--- config.mk ---
export PLATFORM = sky130hd
export DESIGN_NAME = host_dma_scheduler_flat
export DESIGN_NICKNAME = d
export VERILOG_FILES = /design/src/rtl/host_dma_scheduler_if.sv /design/src/rtl/host_dma_scheduler.sv /design/src/flat_wrapper.sv
export SDC_FILE = /design/constraint.sdc
export NUM_CORES = 1
export LEC_CHECK = 0
export ABC_AREA = 0
export CAP_MARGIN = 20
export CORE_ASPECT_RATIO = 2
export CORE_UTILIZATION = 30
export DETAILED_ROUTE_END_ITERATION = 8
export PLACE_DENSITY_LB_ADDON = 0.25
export SYNTH_ARGS = -nofsm -noshare
export SYNTH_HDL_FRONTEND = slang
export SYNTH_SLANG_ARGS = --single-unit
--- constraint.sdc ---
create_clock -name clk -period 5 [get_ports clk]
set_clock_uncertainty 0.15 [all_clocks]
set_input_delay 1 -clock clk [delete_from_list [all_inputs] [get_ports clk]]
set_output_delay 1 -clock clk [all_outputs]
set_load 0.01 [all_outputs]
--- src/rtl/host_dma_scheduler_if.sv ---
// host_dma_scheduler_if: host command, engine kick/event, write-response and status signals
interface host_dma_scheduler_if;
  logic        cmd_start;
  logic        cmd_reload_weights;
  logic [31:0] cmd_image_num;
  logic        cmd_abort;
  logic        load_weights;
  logic        model_start;
  logic [31:0] image_num;
  logic        ddr_din_eop;
  logic        blob_dout_eop;
  logic        m_axi_bvalid;
  logic        m_axi_bready;
  logic [1:0]  m_axi_bresp;
  logic        busy;
  logic        done;
  logic        error;
  logic [1:0]  err_code;
  logic [31:0] images_done;
  logic        weights_resident;
  logic [2:0]  state_dbg;
  modport master (
    output cmd_start, cmd_reload_weights, cmd_image_num, cmd_abort, ddr_din_eop, blob_dout_eop,
           m_axi_bvalid, m_axi_bready, m_axi_bresp,
    input  load_weights, model_start, image_num, busy, done, error, err_code, images_done,
           weights_resident, state_dbg
  );
  modport slave (
    input  cmd_start, cmd_reload_weights, cmd_image_num, cmd_abort, ddr_din_eop, blob_dout_eop,
           m_axi_bvalid, m_axi_bready, m_axi_bresp,
    output load_weights, model_start, image_num, busy, done, error, err_code, images_done,
           weights_resident, state_dbg
  );
endinterface

--- src/rtl/host_dma_scheduler.sv ---
// host_dma_scheduler: sequences the weight-load and image phases of the host DMA engine
module host_dma_scheduler #(
  parameter int OUT_BEATS_PER_IMAGE = 16,
  parameter int KICK_CYCLES = 4,
  parameter int TIMEOUT_WIDTH = 24
) (
  input logic clk,
  input logic m_axi_aresetn,
  host_dma_scheduler_if.slave bus
);
  localparam int KW = $clog2(KICK_CYCLES + 1);
  typedef enum logic [2:0] {
    IDLE = 3'd0, W_KICK = 3'd1, W_WAIT = 3'd2, M_KICK = 3'd3, M_RUN = 3'd4, DONE = 3'd5, ERR = 3'd6
  } state_t;
  state_t state, state_n;
  logic [KW-1:0] kcnt;
  logic [TIMEOUT_WIDTH-1:0] wd;
  logic [39:0] resp, resp_n, target;
  logic [31:0] img, img_n, imn, imn_n;
  logic [1:0] err, err_n;
  logic wr, wr_n, ms, hs, progress, start_acc, kick_last, watch, tmo;
  assign hs = bus.m_axi_bvalid & bus.m_axi_bready;
  assign progress = bus.ddr_din_eop | bus.blob_dout_eop | hs;
  assign start_acc = state == IDLE && bus.cmd_start && !bus.cmd_abort;
  assign kick_last = kcnt == KW'(KICK_CYCLES - 1);
  assign watch = state == W_WAIT || state == M_RUN;
  assign tmo = watch && wd == '0 && !progress;
  assign target = 40'(imn) * 40'(OUT_BEATS_PER_IMAGE);
  always_comb begin
    imn_n = start_acc ? bus.cmd_image_num : imn;
    img_n = start_acc ? '0 : (state == M_RUN && bus.blob_dout_eop && ~&img) ? img + 32'd1 : img;
    resp_n = start_acc ? '0 : (state == M_RUN && hs && ~&resp) ? resp + 40'd1 : resp;
    state_n = state;
    case (state)
      IDLE:    if (bus.cmd_start) state_n = (bus.cmd_reload_weights || !wr) ? W_KICK : M_KICK;
      W_KICK:  if (kick_last) state_n = W_WAIT;
      W_WAIT:  state_n = bus.ddr_din_eop ? M_KICK : tmo ? ERR : W_WAIT;
      M_KICK:  state_n = imn == '0 ? DONE : kick_last ? M_RUN : M_KICK;
      M_RUN:   state_n = (img_n == imn && resp_n == target) ? DONE : tmo ? ERR : M_RUN;
      default: state_n = IDLE;
    endcase
    if (bus.cmd_abort) state_n = ERR;
    err_n = start_acc ? 2'd0 : err;
    if (err_n == 2'd0)
      err_n = bus.cmd_abort ? 2'd3 : (hs && bus.m_axi_bresp != 2'd0) ? 2'd1 : tmo ? 2'd2 : 2'd0;
    // a failed or abandoned weight load leaves the engine's weights undefined
    wr_n = ((state == W_KICK || state == W_WAIT) && state_n == ERR) ? 1'b0 :
           (state == W_WAIT && bus.ddr_din_eop) ? 1'b1 : wr;
  end
  always_ff @(posedge clk or negedge m_axi_aresetn) begin
    if (!m_axi_aresetn) begin
      state <= IDLE;
      kcnt <= '0;
      wd <= '1;
      resp <= '0;
      img <= '0;
      imn <= '0;
      err <= '0;
      wr <= 1'b0;
      ms <= 1'b0;
    end else begin
      state <= state_n;
      kcnt <= state_n == state ? kcnt + KW'(1) : '0;
      wd <= (!watch || progress) ? '1 : wd - TIMEOUT_WIDTH'(1);
      resp <= resp_n;
      img <= img_n;
      imn <= imn_n;
      err <= err_n;
      wr <= wr_n;
      ms <= state_n == M_KICK && imn_n != '0;
    end
  end
  assign bus.load_weights = state == W_KICK;
  assign bus.model_start = ms;
  assign bus.image_num = imn;
  assign bus.busy = state != IDLE;
  assign bus.done = state == DONE || state == ERR;
  assign bus.error = err != 2'd0;
  assign bus.err_code = err;
  assign bus.images_done = img;
  assign bus.weights_resident = wr;
  assign bus.state_dbg = state;
endmodule

--- src/flat_wrapper.sv ---
// flat-port wrapper written by rule: the top's interface ports become plain ports
module host_dma_scheduler_flat 
#(
  parameter int OUT_BEATS_PER_IMAGE = 16,
  parameter int KICK_CYCLES = 4,
  parameter int TIMEOUT_WIDTH = 24
)
  (clk, m_axi_aresetn, bus_cmd_start, bus_cmd_reload_weights, bus_cmd_image_num, bus_cmd_abort, bus_ddr_din_eop, bus_blob_dout_eop, bus_m_axi_bvalid, bus_m_axi_bready, bus_m_axi_bresp, bus_load_weights, bus_model_start, bus_image_num, bus_busy, bus_done, bus_error, bus_err_code, bus_images_done, bus_weights_resident, bus_state_dbg);
  host_dma_scheduler_if bus_i ();
  input logic clk;
  input logic m_axi_aresetn;
  input wire logic [$bits(bus_i.cmd_start)-1:0] bus_cmd_start;
  input wire logic [$bits(bus_i.cmd_reload_weights)-1:0] bus_cmd_reload_weights;
  input wire logic [$bits(bus_i.cmd_image_num)-1:0] bus_cmd_image_num;
  input wire logic [$bits(bus_i.cmd_abort)-1:0] bus_cmd_abort;
  input wire logic [$bits(bus_i.ddr_din_eop)-1:0] bus_ddr_din_eop;
  input wire logic [$bits(bus_i.blob_dout_eop)-1:0] bus_blob_dout_eop;
  input wire logic [$bits(bus_i.m_axi_bvalid)-1:0] bus_m_axi_bvalid;
  input wire logic [$bits(bus_i.m_axi_bready)-1:0] bus_m_axi_bready;
  input wire logic [$bits(bus_i.m_axi_bresp)-1:0] bus_m_axi_bresp;
  output wire logic [$bits(bus_i.load_weights)-1:0] bus_load_weights;
  output wire logic [$bits(bus_i.model_start)-1:0] bus_model_start;
  output wire logic [$bits(bus_i.image_num)-1:0] bus_image_num;
  output wire logic [$bits(bus_i.busy)-1:0] bus_busy;
  output wire logic [$bits(bus_i.done)-1:0] bus_done;
  output wire logic [$bits(bus_i.error)-1:0] bus_error;
  output wire logic [$bits(bus_i.err_code)-1:0] bus_err_code;
  output wire logic [$bits(bus_i.images_done)-1:0] bus_images_done;
  output wire logic [$bits(bus_i.weights_resident)-1:0] bus_weights_resident;
  output wire logic [$bits(bus_i.state_dbg)-1:0] bus_state_dbg;
  assign bus_i.cmd_start = bus_cmd_start;
  assign bus_i.cmd_reload_weights = bus_cmd_reload_weights;
  assign bus_i.cmd_image_num = bus_cmd_image_num;
  assign bus_i.cmd_abort = bus_cmd_abort;
  assign bus_i.ddr_din_eop = bus_ddr_din_eop;
  assign bus_i.blob_dout_eop = bus_blob_dout_eop;
  assign bus_i.m_axi_bvalid = bus_m_axi_bvalid;
  assign bus_i.m_axi_bready = bus_m_axi_bready;
  assign bus_i.m_axi_bresp = bus_m_axi_bresp;
  assign bus_load_weights = bus_i.load_weights;
  assign bus_model_start = bus_i.model_start;
  assign bus_image_num = bus_i.image_num;
  assign bus_busy = bus_i.busy;
  assign bus_done = bus_i.done;
  assign bus_error = bus_i.error;
  assign bus_err_code = bus_i.err_code;
  assign bus_images_done = bus_i.images_done;
  assign bus_weights_resident = bus_i.weights_resident;
  assign bus_state_dbg = bus_i.state_dbg;
  host_dma_scheduler #(.OUT_BEATS_PER_IMAGE(OUT_BEATS_PER_IMAGE), .KICK_CYCLES(KICK_CYCLES), .TIMEOUT_WIDTH(TIMEOUT_WIDTH)) u_core (.clk(clk), .m_axi_aresetn(m_axi_aresetn), .bus(bus_i));
endmodule
==> results.cfg, run 1 <==
[status]
outcome = complete, no violations

[job]
drv_cap = 0

[worst_hold_path]
hold_path_startpoint = u_core.wd[0]
whs_path_depth = 1
hp-class = reg -> reg
hold_end = u_core.wd[0]

[logic_synthesis]
synth-seq-cells = 138
syn_avg_cell_area_um2 = 8.32
yosys.area.top_type_share_pct = 32.1
yosysWarningCount = 0
synthSimpleGateAreaFrac_pct = 33.4
synthCells = 1070
synth_edf_count = 0
synthesis.nets = 1118
synth_flop_cell = dfrtp_1
yosysTopAreaCell = dfrtp_1
synth.area.top_cells = dfrtp_1 (32%), dfstp_2 (7.1%), nand2_1 (6.8%)
synth_top_family_by_area = simple AND/OR/NAND/NOR gates
synth-xor-area-share_pct = 7.50
syn_area_um2 = 8900
muxShareOfSynthArea_pct = 1.36
ys_async_sr_fraction_pct = 100
synth_compound_area_share_pct = 14.1
synth-adder-area-share_pct = 0.703
yosys.cell_types.count = 72
ys_seq_area_share_pct = 39.2

[sta]
fin_crit_sh_pct = 98.8
timing.hold.ws_ns = 0.308
period_needed_ns = 4.94
finalSetupViolCount = 0
grt_setup_unrepaired = no
clock.fmax_mhz = 202
slew_headroom_pct = 42.3
finalHoldViolCount = 0
tightest_slew_ns = 0.862
drv_slew = 0

[power_and_ir_drop]
p_sw_share_pct = 33.9
switchingPower_mw = 1.39
p_per_area_nw_per_um2 = 340
clkPwrFrac_pct = 36.1
vdd_ir_drop_max_v = 0.000240
seqPwrFrac_pct = 37.3
p_leak_nw = 4.97
p_int_mw = 2.71
comb_power_share_pct = 26.6

[global_routing]
grt_usage_pct = 28.1
antenna_found_initial = 1
grt-ovfl-total = 0
grt_pass1_vias = 9568
grt_max_degree = 95
grt_pass1_wl_um = 60500

[layout]
fillers = 2947
utilization_pct = 41.7
regArea_um2 = 3480
areaGrowthSynthToFinish_pct = 35.8
nets = 1332
drive_gt1_share_pct = 16.8
multi_input_area_um2 = 5160

[clocking]
clkTransAtPathRegs_ns = 0.06
clock_path_buffers = 2
htree_levels = 4
post_cts_resized = 0
clk_latency_ns = 0.45
postCtsSetupBuffers = 0
clkSinkCount = 138
cts_tree = yes
cts_hold_buf = 0
cts_buffers = 17
root_buffer = clkbuf_16

[routing]
wl_per_cell_um = 24.8
dr.pass1.iters = 5
via_per_inst = 5.77
vias = 9564
post-route-drc-count = 0
drt_first_iter_violations = 768
finalWirelength_um = 41100
ant_nets = 0

[placed_design]
port_buffers = 117
gp_congestion = 1.03
dp_hpwl_um = 32100

[critical_path]
cp_data_required_time_ns = 5.20
start_kind = primary input
r2r_end = u_core.kcnt[0]
path_class = in -> reg
setup.worst_path.end_class = register
arrival_ns = 5.14
reg2reg_from = u_core.resp[22]
ff2ff_setup_slack_ns = 0.16
crit_path_max_fanout = 3
ff2ff_path_depth = 12

[floorplan]
die_area_um2 = 30400
fp-row-count = 88
die_x_um = 124
core_um2 = 29000
io_pins = 118
start_util_pct = 30.7
die_h_um = 246
==> registers in the layout (all words and copies together) (netlist names) <==
name / flops
u_core.resp: 40
u_core.bus.image_num: 32
u_core.bus.images_done: 32
u_core.wd: 24
u_core.bus.state_dbg: 3
u_core.kcnt: 3
u_core.bus.err_code: 2
u_core.bus.model_start: 1
u_core.bus.weights_resident: 1
==> metal layers <==
layer  part of all wire [%]  global-route usage [%]
met1                     34                    28.0
met2                     51                    47.8
met3                    4.8                    5.52
met4                     11                    25.4
met5                      0                       0
==> synth_stat cells (all sizes together), types with 9 or more instances <==
master,n
or3,26
nor3,43
and4,12
nand4,41
inv,29
o211ai,13
dfstp,24
mux2i,11
nor4,49
xor2,21
o21ai,57
buf,11
xnor2,50
or4,23
a211oi,9
clkbuf,44
nand3,45
nand2,162
dfrtp,114
and2,11
nand2b,13
a21oi,30
and3,23
nor2,97
==> placed cells by master (no fill, tap or decap), drive strengths merged, types with 4 or more instances in the layout <==
cell           instances
a211o                  5
a211oi                 9
a21o                   5
a21oi                 30
a31oi                  7
and2                  11
and3                  23
and4                  12
buf                  134
bufinv                 6
clkbuf                20
clkdlybuf4s50        116
dfrtp                114
dfstp                 24
ha                     5
inv                   30
mux2i                 11
nand2                162
nand2b                13
nand3                 45
nand4                 41
nor2                  97
nor3                  43
nor3b                  4
nor4                  49
o2111ai                8
o211ai                13
o21a                   4
o21ai                 57
o22ai                  4
o31a                   6
o31ai                  7
o32ai                  4
or2                    8
or3                   26
or4                   23
xnor2                 50
xor2                  21
==> power by group through the flow <==
stage	sequential [mW]	clock (mW)	combinational [mW]
after CTS	1.52	1.51	1.07
after detailed placement	1.54	0	1.07
after global placement	1.54	0	1.06
final	1.53	1.48	1.09
after global routing	1.53	1.55	1.16
after floorplan	1.44	0	0.471
==> per-stage QoR <==
| step | instances | TNS, ns | area [um^2] | setup slack, ns | power (mW) |
|---|---|---|---|---|---|
| floorplan | 1070 | 0 | 8900 | 0.277 | 1.91 |
| global placement | 1625 | -1.38 | 11300 | -0.330 | 2.61 |
| detailed placement | 1625 | -1.91 | 11300 | -0.462 | 2.61 |
| CTS | 1656 | 0 | 12000 | 0.00633 | 4.10 |
| global route | 1657 | 0 | 12100 | 0.00272 | 4.25 |
| finish | 1657 | 0 | 12100 | 0.0582 | 4.10 |
==> worst max path at each step <==
stage	startpoint	slack [ns]	to	cells past startpoint
after floorplan	bus_cmd_abort	0.28	u_core.kcnt[0]	15
after global placement	bus_blob_dout_eop	-0.33	u_core.kcnt[1]	12
after detailed placement	bus_blob_dout_eop	-0.46	u_core.kcnt[0]	12
after CTS	bus_blob_dout_eop	0.006	u_core.kcnt[0]	12
after global routing	bus_m_axi_bvalid	0.003	u_core.kcnt[0]	12
final	bus_m_axi_bvalid	0.06	u_core.kcnt[0]	12
==> cell families after synthesis <==
logic type,after synthesis
AND/OR/NAND/NOR,572
AO/OA/AOI/OAI,186
buffers and inverters,84
flip-flops,138
XOR/XNOR,73
multiplexers,12
adder cells (fa/ha/maj),5
==> layout make-up <==
cell class	instances	share of cell area, %
clock inverters	11	1.79
repair buffers	250	18.2
well taps	360	3.73
diodes	1	0.0207
flip-flops and latches	138	28.8
clock buffers	20	3.78
inverters	29	0.901
multi-input cells	848	42.8
==> worst max-delay path: stages <==
cell and delay, ns:
clkdlybuf4s50_1 0.47, nand2_1 0.10, or4_4 0.46, a311o_1 0.34, nor3_4 0.17, xnor2_1 0.10, a211o_1 0.32, or4_1 0.53
or4_1 0.58, or3_4 0.46, o31a_1 0.35, a211oi_1 0.25
Note: power is estimated with default switching activity, not from simulation.
==> run 2, diff against run 1 <==
- CAP_MARGIN: 20 -> unset
- clock period: 5 -> 4.33 ns (I/O delays scaled with it)
==> run 2 against run 1 <==
Against the previous run:
- the flow now finishes with violations (setup timing)
- non-clock buffer count up 118
- sequential share of layout area fell by 2.1 points
- sequential power is 12% higher
- total power up 14%
- design area up 7.8%
- clock-buffer cell count shrank 2
- flip-flop and latch count stayed put
- utilization grew 3.2 points
==> results.cfg, run 2 (synthesized netlist as in run 1, its figures left out) <==
[status]
outcome = complete, but fails checks
violations = setup timing

[sta]
finalHoldViolCount = 0
finalSetupViolCount = 4
clock.fmax_mhz = 223
timing.hold.ws_ns = 0.254
period_needed_ns = 4.49
grt_setup_unrepaired = yes
setup_slack_ns = -0.162
fin_crit_sh_pct = 104
slew_headroom_pct = 47.1
drv_slew = 0
tightest_slew_ns = 0.788

[global_routing]
grt_pass1_vias = 10300
grt_usage_pct = 29.0
grt_max_degree = 65
grt-ovfl-total = 0
antenna_found_initial = 1
grt_pass1_wl_um = 62700

[placed_design]
dp_hpwl_um = 33600
port_buffers = 117
gp_congestion = 1.12

[routing]
finalWirelength_um = 42400
wl_per_cell_um = 23.9
via_per_inst = 5.72
post-route-drc-count = 0
vias = 10200
dr.pass1.iters = 5
drt_first_iter_violations = 661
ant_nets = 0

[power_and_ir_drop]
p_leak_nw = 5.57
p_per_area_nw_per_um2 = 358
power_mw = 4.66
vdd_ir_drop_max_v = 0.000311

[job]
drv_cap = 0

[critical_path]
arrival_ns = 4.70
setup.worst_path.end_class = register
start_kind = register
crit_path_max_fanout = 5
ff2ff_setup_slack_ns = -0.16
path_class = reg -> reg
cp_data_required_time_ns = 4.53

[clocking]
htree_levels = 4
cts_tree = yes
root_buffer = clkbuf_16
clkTransAtPathRegs_ns = 0.07
clkSinkCount = 138
cts_buffers = 17
clk_latency_ns = 0.45
clock_path_buffers = 2

[layout]
final_common_cell = buf_4
largest_reg_flops = 40
largest-register = u_core.resp
areaGrowthSynthToFinish_pct = 46.3
drive_gt1_share_pct = 25.4
most-common-layout-cells = buf_4 (243), nand2_1 (160), dfrtp_1 (114), clkdlybuf4s50_1 (113), nor2_1 (96)
fillers = 2960
nets = 1450

[floorplan]
io_pins = 118
fp-row-count = 88
core_um2 = 29000
die_area_um2 = 30400
die_h_um = 246
die_x_um = 124
start_util_pct = 30.7

[worst_hold_path]
hp-class = in -> async
[run 2: final cells by class]
cell class	instances	area (um^2)	share of cell area (%)
inverter	29	109	0.836
timing repair buffer	368	3110	23.9
antenna	1	2.50	0.0192
clock inverter	14	161	1.24
sequential	138	3480	26.8
multi-input combinational	848	5260	40.4
tap	360	450	3.46
clock buffer	18	439	3.37
[run 2: stage by stage]
step                      TNS, ns  area [um^2]  util (%)  worst slack [ns]  instances
after floorplan            -0.889         8910         -            -0.255       1070
after global placement      -4.75        12200      42.1            -0.917       1735
after detailed placement    -5.14        12200      42.1            -0.987       1735
after CTS                  -0.702        12900      44.6            -0.188       1773
after global routing       -0.935        13000      45.0            -0.241       1776
final                      -0.508        13000      45.0            -0.162       1776
[run 2: timing repair]
item / 4_1_cts / 5_1_grt
endpoints found under the setup margin: 6 / 6
hold buffers: 0 / 0
buffers inserted: 6 / 2
pin swaps: 11 / 11
gates cloned: 0 / 0
resized for setup: 27 / 15
[run 2: path summary, 6_finish.rpt]
check,startpoint,end,cells past startpoint
hold / removal,m_axi_aresetn,u_core.resp[22],1
setup / recovery,u_core.bus.state_dbg[0],u_core.kcnt[1],11
hold reg to reg,u_core.wd[0],u_core.wd[0],1
min in group clk,u_core.wd[0],u_core.wd[0],1
setup reg to reg,u_core.bus.state_dbg[0],u_core.kcnt[1],11
max in group asynchronous,m_axi_aresetn,u_core.bus.image_num[26],3
[run 2: layer usage]
metal / track usage [%] / vias up / wire (um)
met5: 0 / - / 0
met4: 28.1 / 0 / 4810
met3: 5.80 / 204 / 2600
met2: 49.6 / 505 / 21400
met1: 27.9 / 4849 / 13700
li1: - / 4598 / -
[run 2: critical path, cell delays in order (launching register included)]
cell and delay, ns:
dfrtp_1 0.38, or3b_4 0.44, or4_4 0.57, or4_4 0.46
or4_4 0.54, xnor2_2 0.16, o21ai_1 0.15, nand4bb_1 0.12
or4_1 0.48, or3_4 0.39, o31a_1 0.31, a211oi_1 0.24
[run 2: report_power, final]
part           internal [mW]  switching (mW)
sequential              1.43           0.289
clock                  0.873           0.622
combinational          0.688           0.761
